**src/rtl/ex_muldiv_if.sv**
```systemverilog
// ex_muldiv_if: request/response bundle between the EX stage and the mul/div unit.
//   flush_i, start_i, op_i, opdata1_i, opdata2_i : issued by the pipeline (master)
//   result_o, ready_o, busy_o, div_by_zero_o     : registered unit responses (slave)
//   stallreq_o                                   : combinational stall request (slave)
interface ex_muldiv_if #(
    parameter int unsigned DATA_WIDTH = 32
);
    logic                      flush_i;
    logic                      start_i;
    logic [1:0]                op_i;
    logic [DATA_WIDTH-1:0]     opdata1_i;
    logic [DATA_WIDTH-1:0]     opdata2_i;
    logic [2*DATA_WIDTH-1:0]   result_o;
    logic                      ready_o;
    logic                      busy_o;
    logic                      div_by_zero_o;
    logic                      stallreq_o;

    modport master (
        output flush_i, start_i, op_i, opdata1_i, opdata2_i,
        input  result_o, ready_o, busy_o, div_by_zero_o, stallreq_o
    );

    modport slave (
        input  flush_i, start_i, op_i, opdata1_i, opdata2_i,
        output result_o, ready_o, busy_o, div_by_zero_o, stallreq_o
    );
endinterface

```
**src/rtl/ex_muldiv_unit.sv**
```systemverilog
// ex_muldiv_unit: multi-cycle MULT/MULTU/DIV/DIVU engine for the execute stage.
//   clk, rst : clock and synchronous active-high reset
//   bus      : ex_muldiv_if.slave (operands/op/start/flush in; {HI,LO} result,
//              ready pulse, busy, divide-by-zero flag and stall request out)
// Multiplier is a MUL_STAGES-deep product pipeline; divider is radix-2
// restoring on magnitudes with sign fix-up and an optional early-out.
module ex_muldiv_unit #(
    parameter int unsigned DATA_WIDTH = 32,
    parameter int unsigned MUL_STAGES = 2,
    parameter int unsigned EARLY_OUT  = 1
) (
    input  logic        clk,
    input  logic        rst,
    ex_muldiv_if.slave  bus
);
    localparam int unsigned W  = DATA_WIDTH;
    localparam int unsigned W2 = 2 * DATA_WIDTH;
    localparam int unsigned CW = $clog2(DATA_WIDTH) + 1;

    typedef enum logic [2:0] {
        S_IDLE, S_MUL, S_DIV_PREP, S_DIV_RUN, S_DIV_FIX, S_DONE
    } state_e;

    state_e          state_q, state_d;
    logic [CW-1:0]   cnt_q, cnt_d;
    logic            early_q, early_d;
    logic            sgn_q, sgn_d;
    logic [W-1:0]    a_q, a_d;
    logic [W-1:0]    b_q, b_d;
    logic [W-1:0]    abs_b_q, abs_b_d;
    logic [W-1:0]    rem_q, rem_d;
    logic [W-1:0]    quo_q, quo_d;
    logic [W2-1:0]   mul_pipe_q [MUL_STAGES];
    logic [W2-1:0]   mul_pipe_d [MUL_STAGES];
    logic [W2-1:0]   result_q, result_d;
    logic            ready_q, ready_d;
    logic            busy_q, busy_d;
    logic            dbz_q, dbz_d;

    logic            accept;
    logic [W2-1:0]   mul_a_ext, mul_b_ext, mul_prod;
    logic            a_neg, b_neg;
    logic [W-1:0]    abs_a, abs_b;
    logic [W:0]      rem_sh;
    logic            rem_ge;
    logic [W-1:0]    fix_q, fix_r;

    // Datapath helpers: product of the incoming operands, magnitudes, one restoring step.
    always_comb begin
        accept    = (state_q == S_IDLE) && bus.start_i && !bus.flush_i;
        mul_a_ext = {{W{~bus.op_i[0] & bus.opdata1_i[W-1]}}, bus.opdata1_i};
        mul_b_ext = {{W{~bus.op_i[0] & bus.opdata2_i[W-1]}}, bus.opdata2_i};
        mul_prod  = mul_a_ext * mul_b_ext;
        a_neg     = sgn_q & a_q[W-1];
        b_neg     = sgn_q & b_q[W-1];
        abs_a     = a_neg ? (~a_q + W'(1)) : a_q;
        abs_b     = b_neg ? (~b_q + W'(1)) : b_q;
        rem_sh    = {rem_q, quo_q[W-1]};
        rem_ge    = rem_sh >= {1'b0, abs_b_q};
        // Quotient sign is sign(a)^sign(b); remainder follows the dividend.
        fix_q     = (a_neg ^ b_neg) ? (~quo_q + W'(1)) : quo_q;
        fix_r     = a_neg ? (~rem_q + W'(1)) : rem_q;
    end

    // Next-state and registered-output logic.
    always_comb begin
        state_d  = state_q;
        cnt_d    = cnt_q;
        early_d  = early_q;
        sgn_d    = sgn_q;
        a_d      = a_q;
        b_d      = b_q;
        abs_b_d  = abs_b_q;
        rem_d    = rem_q;
        quo_d    = quo_q;
        result_d = result_q;
        ready_d  = 1'b0;
        dbz_d    = 1'b0;

        // Product enters the pipe on accept; later stages always shift.
        mul_pipe_d[0] = accept ? mul_prod : mul_pipe_q[0];
        for (int unsigned i = 1; i < MUL_STAGES; i++) begin
            mul_pipe_d[i] = mul_pipe_q[i-1];
        end

        unique case (state_q)
            S_IDLE: begin
                if (accept) begin
                    a_d     = bus.opdata1_i;
                    b_d     = bus.opdata2_i;
                    sgn_d   = ~bus.op_i[0];
                    cnt_d   = '0;
                    state_d = bus.op_i[1] ? S_DIV_PREP : S_MUL;
                end
            end
            S_MUL: begin
                if (cnt_q == CW'(MUL_STAGES - 1)) begin
                    result_d = mul_pipe_q[MUL_STAGES-1];
                    ready_d  = 1'b1;
                    state_d  = S_DONE;
                end else begin
                    cnt_d = cnt_q + CW'(1);
                end
            end
            S_DIV_PREP: begin
                if (b_q == '0) begin
                    result_d = {a_q, {W{1'b1}}};
                    ready_d  = 1'b1;
                    dbz_d    = 1'b1;
                    state_d  = S_DONE;
                end else begin
                    abs_b_d = abs_b;
                    rem_d   = '0;
                    quo_d   = abs_a;
                    early_d = (EARLY_OUT != 0) && (abs_a < abs_b);
                    cnt_d   = '0;
                    state_d = S_DIV_RUN;
                end
            end
            S_DIV_RUN: begin
                if (early_q) begin
                    // |a| < |b|: quotient 0, remainder is the untouched dividend.
                    result_d = {a_q, W'(0)};
                    ready_d  = 1'b1;
                    state_d  = S_DONE;
                end else begin
                    rem_d = rem_ge ? (rem_sh[W-1:0] - abs_b_q) : rem_sh[W-1:0];
                    quo_d = {quo_q[W-2:0], rem_ge};
                    if (cnt_q == CW'(W - 1)) begin
                        state_d = S_DIV_FIX;
                    end else begin
                        cnt_d = cnt_q + CW'(1);
                    end
                end
            end
            S_DIV_FIX: begin
                result_d = {fix_r, fix_q};
                ready_d  = 1'b1;
                state_d  = S_DONE;
            end
            S_DONE: begin
                state_d = S_IDLE;
            end
            default: begin
                state_d = S_IDLE;
            end
        endcase

        // Flush abandons the operation and keeps the last completed result.
        if (bus.flush_i && (state_q != S_IDLE)) begin
            state_d  = S_IDLE;
            result_d = result_q;
            ready_d  = 1'b0;
            dbz_d    = 1'b0;
        end

        busy_d = (state_d == S_MUL) || (state_d == S_DIV_PREP) ||
                 (state_d == S_DIV_RUN) || (state_d == S_DIV_FIX);
    end

    // Control and output registers.
    always_ff @(posedge clk) begin
        if (rst) begin
            state_q  <= S_IDLE;
            cnt_q    <= '0;
            early_q  <= 1'b0;
            sgn_q    <= 1'b0;
            result_q <= '0;
            ready_q  <= 1'b0;
            busy_q   <= 1'b0;
            dbz_q    <= 1'b0;
        end else begin
            state_q  <= state_d;
            cnt_q    <= cnt_d;
            early_q  <= early_d;
            sgn_q    <= sgn_d;
            result_q <= result_d;
            ready_q  <= ready_d;
            busy_q   <= busy_d;
            dbz_q    <= dbz_d;
        end
    end

    // Operand and arithmetic datapath registers (no reset needed).
    always_ff @(posedge clk) begin
        a_q        <= a_d;
        b_q        <= b_d;
        abs_b_q    <= abs_b_d;
        rem_q      <= rem_d;
        quo_q      <= quo_d;
        mul_pipe_q <= mul_pipe_d;
    end

    assign bus.result_o      = result_q;
    assign bus.ready_o       = ready_q;
    assign bus.busy_o        = busy_q;
    assign bus.div_by_zero_o = dbz_q;
    assign bus.stallreq_o    = accept ||
                               (state_q == S_MUL) || (state_q == S_DIV_PREP) ||
                               (state_q == S_DIV_RUN) || (state_q == S_DIV_FIX);
endmodule
```
**src/flat_wrapper.sv**
```systemverilog
// flat-port wrapper written by rule: the top's interface ports become plain ports
module ex_muldiv_unit_flat 
#(
    parameter int unsigned DATA_WIDTH = 32,
    parameter int unsigned MUL_STAGES = 2,
    parameter int unsigned EARLY_OUT  = 1
)
  (clk, rst, bus_flush_i, bus_start_i, bus_op_i, bus_opdata1_i, bus_opdata2_i, bus_result_o, bus_ready_o, bus_busy_o, bus_div_by_zero_o, bus_stallreq_o);
  ex_muldiv_if #(.DATA_WIDTH(DATA_WIDTH)) bus_i ();
  input  logic clk;
  input  logic rst;
  input wire logic [$bits(bus_i.flush_i)-1:0] bus_flush_i;
  input wire logic [$bits(bus_i.start_i)-1:0] bus_start_i;
  input wire logic [$bits(bus_i.op_i)-1:0] bus_op_i;
  input wire logic [$bits(bus_i.opdata1_i)-1:0] bus_opdata1_i;
  input wire logic [$bits(bus_i.opdata2_i)-1:0] bus_opdata2_i;
  output wire logic [$bits(bus_i.result_o)-1:0] bus_result_o;
  output wire logic [$bits(bus_i.ready_o)-1:0] bus_ready_o;
  output wire logic [$bits(bus_i.busy_o)-1:0] bus_busy_o;
  output wire logic [$bits(bus_i.div_by_zero_o)-1:0] bus_div_by_zero_o;
  output wire logic [$bits(bus_i.stallreq_o)-1:0] bus_stallreq_o;
  assign bus_i.flush_i = bus_flush_i;
  assign bus_i.start_i = bus_start_i;
  assign bus_i.op_i = bus_op_i;
  assign bus_i.opdata1_i = bus_opdata1_i;
  assign bus_i.opdata2_i = bus_opdata2_i;
  assign bus_result_o = bus_i.result_o;
  assign bus_ready_o = bus_i.ready_o;
  assign bus_busy_o = bus_i.busy_o;
  assign bus_div_by_zero_o = bus_i.div_by_zero_o;
  assign bus_stallreq_o = bus_i.stallreq_o;
  ex_muldiv_unit #(.DATA_WIDTH(DATA_WIDTH), .MUL_STAGES(MUL_STAGES), .EARLY_OUT(EARLY_OUT)) u_core (.clk(clk), .rst(rst), .bus(bus_i));
endmodule
```
**config.mk**
```make
export PLATFORM = sky130hd
export DESIGN_NAME = ex_muldiv_unit_flat
export DESIGN_NICKNAME = d
export VERILOG_FILES = /design/src/rtl/ex_muldiv_if.sv /design/src/rtl/ex_muldiv_unit.sv /design/src/flat_wrapper.sv
export SDC_FILE = /design/constraint.sdc
export NUM_CORES = 2
export LEC_CHECK = 0
export BUFFER_PORTS_ARGS = -buffer_cell sky130_fd_sc_hd__buf_2
export CAP_MARGIN = 0
export CORE_ASPECT_RATIO = 0.7
export CORE_MARGIN = 5
export CORE_UTILIZATION = 66
export DETAILED_ROUTE_END_ITERATION = 6
export GPL_TIMING_DRIVEN = 1
export HOLD_SLACK_MARGIN = 0.1
export PLACE_DENSITY_LB_ADDON = 0.08
export SLEW_MARGIN = 40
export SYNTH_ARGS = -nofsm -noshare
export SYNTH_HDL_FRONTEND = slang
export SYNTH_SLANG_ARGS = --single-unit
```
**constraint.sdc**
```tcl
create_clock -name clk -period 10.82 [get_ports clk]
set_clock_uncertainty 0.2 [all_clocks]
set_input_delay 2.164 -clock clk [delete_from_list [all_inputs] [get_ports clk]]
set_output_delay 2.164 -clock clk [all_outputs]
set_load 0.05 [all_outputs]
```
==> results_dict.tcl <==
set metrics [dict create \
    required_ps 11140 \
    min_path_cells 0 \
    path_buf_inv 5 \
    port-buffer-count 137 \
    finalSetupViolations 0 \
    clk_pin_slew_ps 80 \
    post-route-period-util 0.921 \
    synthTopCellsByArea "fa_1, edfxtp_1, inv_1" \
    cts_sinks 366 \
    ant_nets 0 \
    drv_slew 0 \
    num_io_pins 138 \
    ys.flop_type "edfxtp_1" \
    clk_latency_ps 650 \
    clockBufferDepth 3 \
    drc 0 \
    holdBufCountCts 0 \
    final_common_cell "inv_1" \
    critPathLaunchType "input port" \
    grt_max_degree 80 \
    seqCellArea_um2 9570 \
    final_nets 7381 \
    synthToLayoutAreaGrowth_pct 6.20 \
    track_usage 0.373 \
    synth_cell_types 78 \
    wire_per_inst_um 23.3 \
    rsz0062_at_grt "no" \
    synth_area_leader_cell "fa_1" \
    row_count 89 \
    cts_inserted_buffers 30 \
    max_stage_delay_ps 630 \
    nFillCells 6617 \
    r2r_setup_slack_ps 5310 \
    clock-root-buffer "clkbuf_16" \
    hold_path_class "register to register" \
    hpwl_um 134000 \
    cts_setup_buffers 0 \
    layout_common_cells "inv_1, fa_1, nand2_1" \
    status "complete, no violations" \
    cts-htree-levels 1 \
    relSlewSlack 0.345 \
    routed_wl_um 165000 \
    ys_seq_area_frac 0.172 \
    cp_max_fo 28 \
    die-area_um2 90200 \
    synth-seq-cells 366 \
    routed_via_density 5.92 \
    slowest_stage "fa_1" \
    synthCells 5864 \
    multi_input_area_um2 40600 \
    worst-path-stages 24 \
    die_w_um 357 \
    cts_tree "done" \
    gr-total-overflow 0 \
    grt_pass1_wl_um 254000 \
    synth_warnings 0 \
    cts_resized 0 \
    firstDrtPassIters 6 \
    cp.arrival_ps 10280 \
    cpMostUsedCell "fa_1" \
    worstMarginPinSlew_ps 981 \
    rr_worst_depth 13 \
    finalCriticalPeriod_ps 9970 \
    die_y_um 253 \
    antenna_found_initial 18 \
    max_freq_mhz 100 \
    num_vias 41903 \
    core_area_um2 83900 \
    finalHoldViolCount 0 \
    layout-drive-gt1-share 0.0676 \
    cap_violations 0 \
    synth_area_um2 55600 \
    setup-tns-final_ps 0 \
    path_cells "buf_2, buf_4, and2_1, fa_1, inv_1, fa_1, fa_1, inv_1, fa_1, ha_1, ha_1, fa_1, fa_1, ha_1, o21a_1, o31a_1, a41oi_1, a2111oi_2, o311ai_1, buf_4, a21oi_1, o21ai_0, or4b_1, nand3_1" \
    grt_pass1_vias 42157 \
    place_congestion 1.02 \
    drt_iter0_markers 4650 \
    critPathCaptureType "register" \
    synth_edf_count 224 \
    syn-num-nets 7341 \
    start_util 0.663 \
    crit_family "adder cells" \
    ys_async_sr_fraction 0 \
    yosys.area.top_type_share 0.405 \
    syn_area_per_cell_um2 9.48 \
    path_class "input port to register" \
]
[worst paths after layout]
kind	startpoint	endpoint
setup / recovery	bus_opdata1_i[9]	u_core.mul_pipe_d[60]
hold / removal	u_core.mul_pipe_d[28]	u_core.mul_pipe_q[28]
setup reg to reg	u_core.b_q[9]	u_core.early_q
hold reg to reg	u_core.mul_pipe_d[28]	u_core.mul_pipe_q[28]
[final cells by class]
class / count / area share
multi-input cells: 4020 / 0.688
well taps: 1137 / 0.0241
flip-flops and latches: 366 / 0.162
diodes: 10 / 0.000424
repair buffers: 290 / 0.0324
clock inverters: 19 / 0.00373
clock buffers: 37 / 0.0135
inverters: 1196 / 0.0760
[routing by layer]
metal | part of all wire | wire (um) | global-route usage
met4 | 0.036 | 6000 | 0.108
met5 | 0.0014 | 230 | 0.0163
met2 | 0.42 | 68900 | 0.527
met1 | 0.40 | 65900 | 0.540
met3 | 0.14 | 23500 | 0.147
[flip-flops by register name, summed over array words and instances, names as in the netlist]
signal,count
u_core.b_q,32
u_core.sgn_q,1
u_core.state_q,3
u_core.bus.busy_o,1
u_core.mul_pipe_d,64
u_core.bus.div_by_zero_o,1
u_core.quo_q,32
u_core.bus.ready_o,1
u_core.abs_b_q,32
u_core.early_q,1
u_core.bus.result_o,64
u_core.cnt_q,6
u_core.mul_pipe_q,64
u_core.a_q,32
u_core.rem_q,32
[through the flow]
stage | area [um^2] | utilization | hold WS (ps) | cells | worst slack [ps]
after floorplan | 55600 | - | 123 | 5864 | 1100
after global placement | 57800 | 0.690 | 125 | 7007 | 134
after detailed placement | 57900 | 0.691 | 128 | 7008 | 216
after CTS | 58900 | 0.703 | 113 | 7064 | 869
after global routing | 59000 | 0.704 | 129 | 7071 | 545
final | 59000 | 0.704 | 120 | 7075 | 851
[synth_stat cells, types with 24 or more instances]
cell type and n:
and2_1 403, dfxtp_1 142, mux2i_1 25, a21o_1 48, nand3_1 35, a211oi_1 51, a21oi_1 155, edfxtp_1 224
xnor2_1 129, and3_1 24, ha_1 281, a221oi_1 30, o21ai_0 100, xor2_1 85, nor3_1 77, fa_1 1126
nand2_1 785, a311oi_1 32, clkbuf_1 266, nor2_1 323, inv_1 1195
[cells by family after synthesis]
kind of cell             count (synthesis)  share of synthesized area
adder cells (fa/ha/maj)               1408                      0.469
flip-flops                             366                      0.172
multiplexers                            33                    0.00612
AND/OR/NAND/NOR                       1800                      0.152
XOR/XNOR                               214                     0.0337
AO/OA/AOI/OAI                          565                     0.0668
buffers and inverters                 1478                      0.100
Power is left out: the tool's default activity adds up to more than one toggle a clock period on the data nets, which glitch-free logic cannot reach.
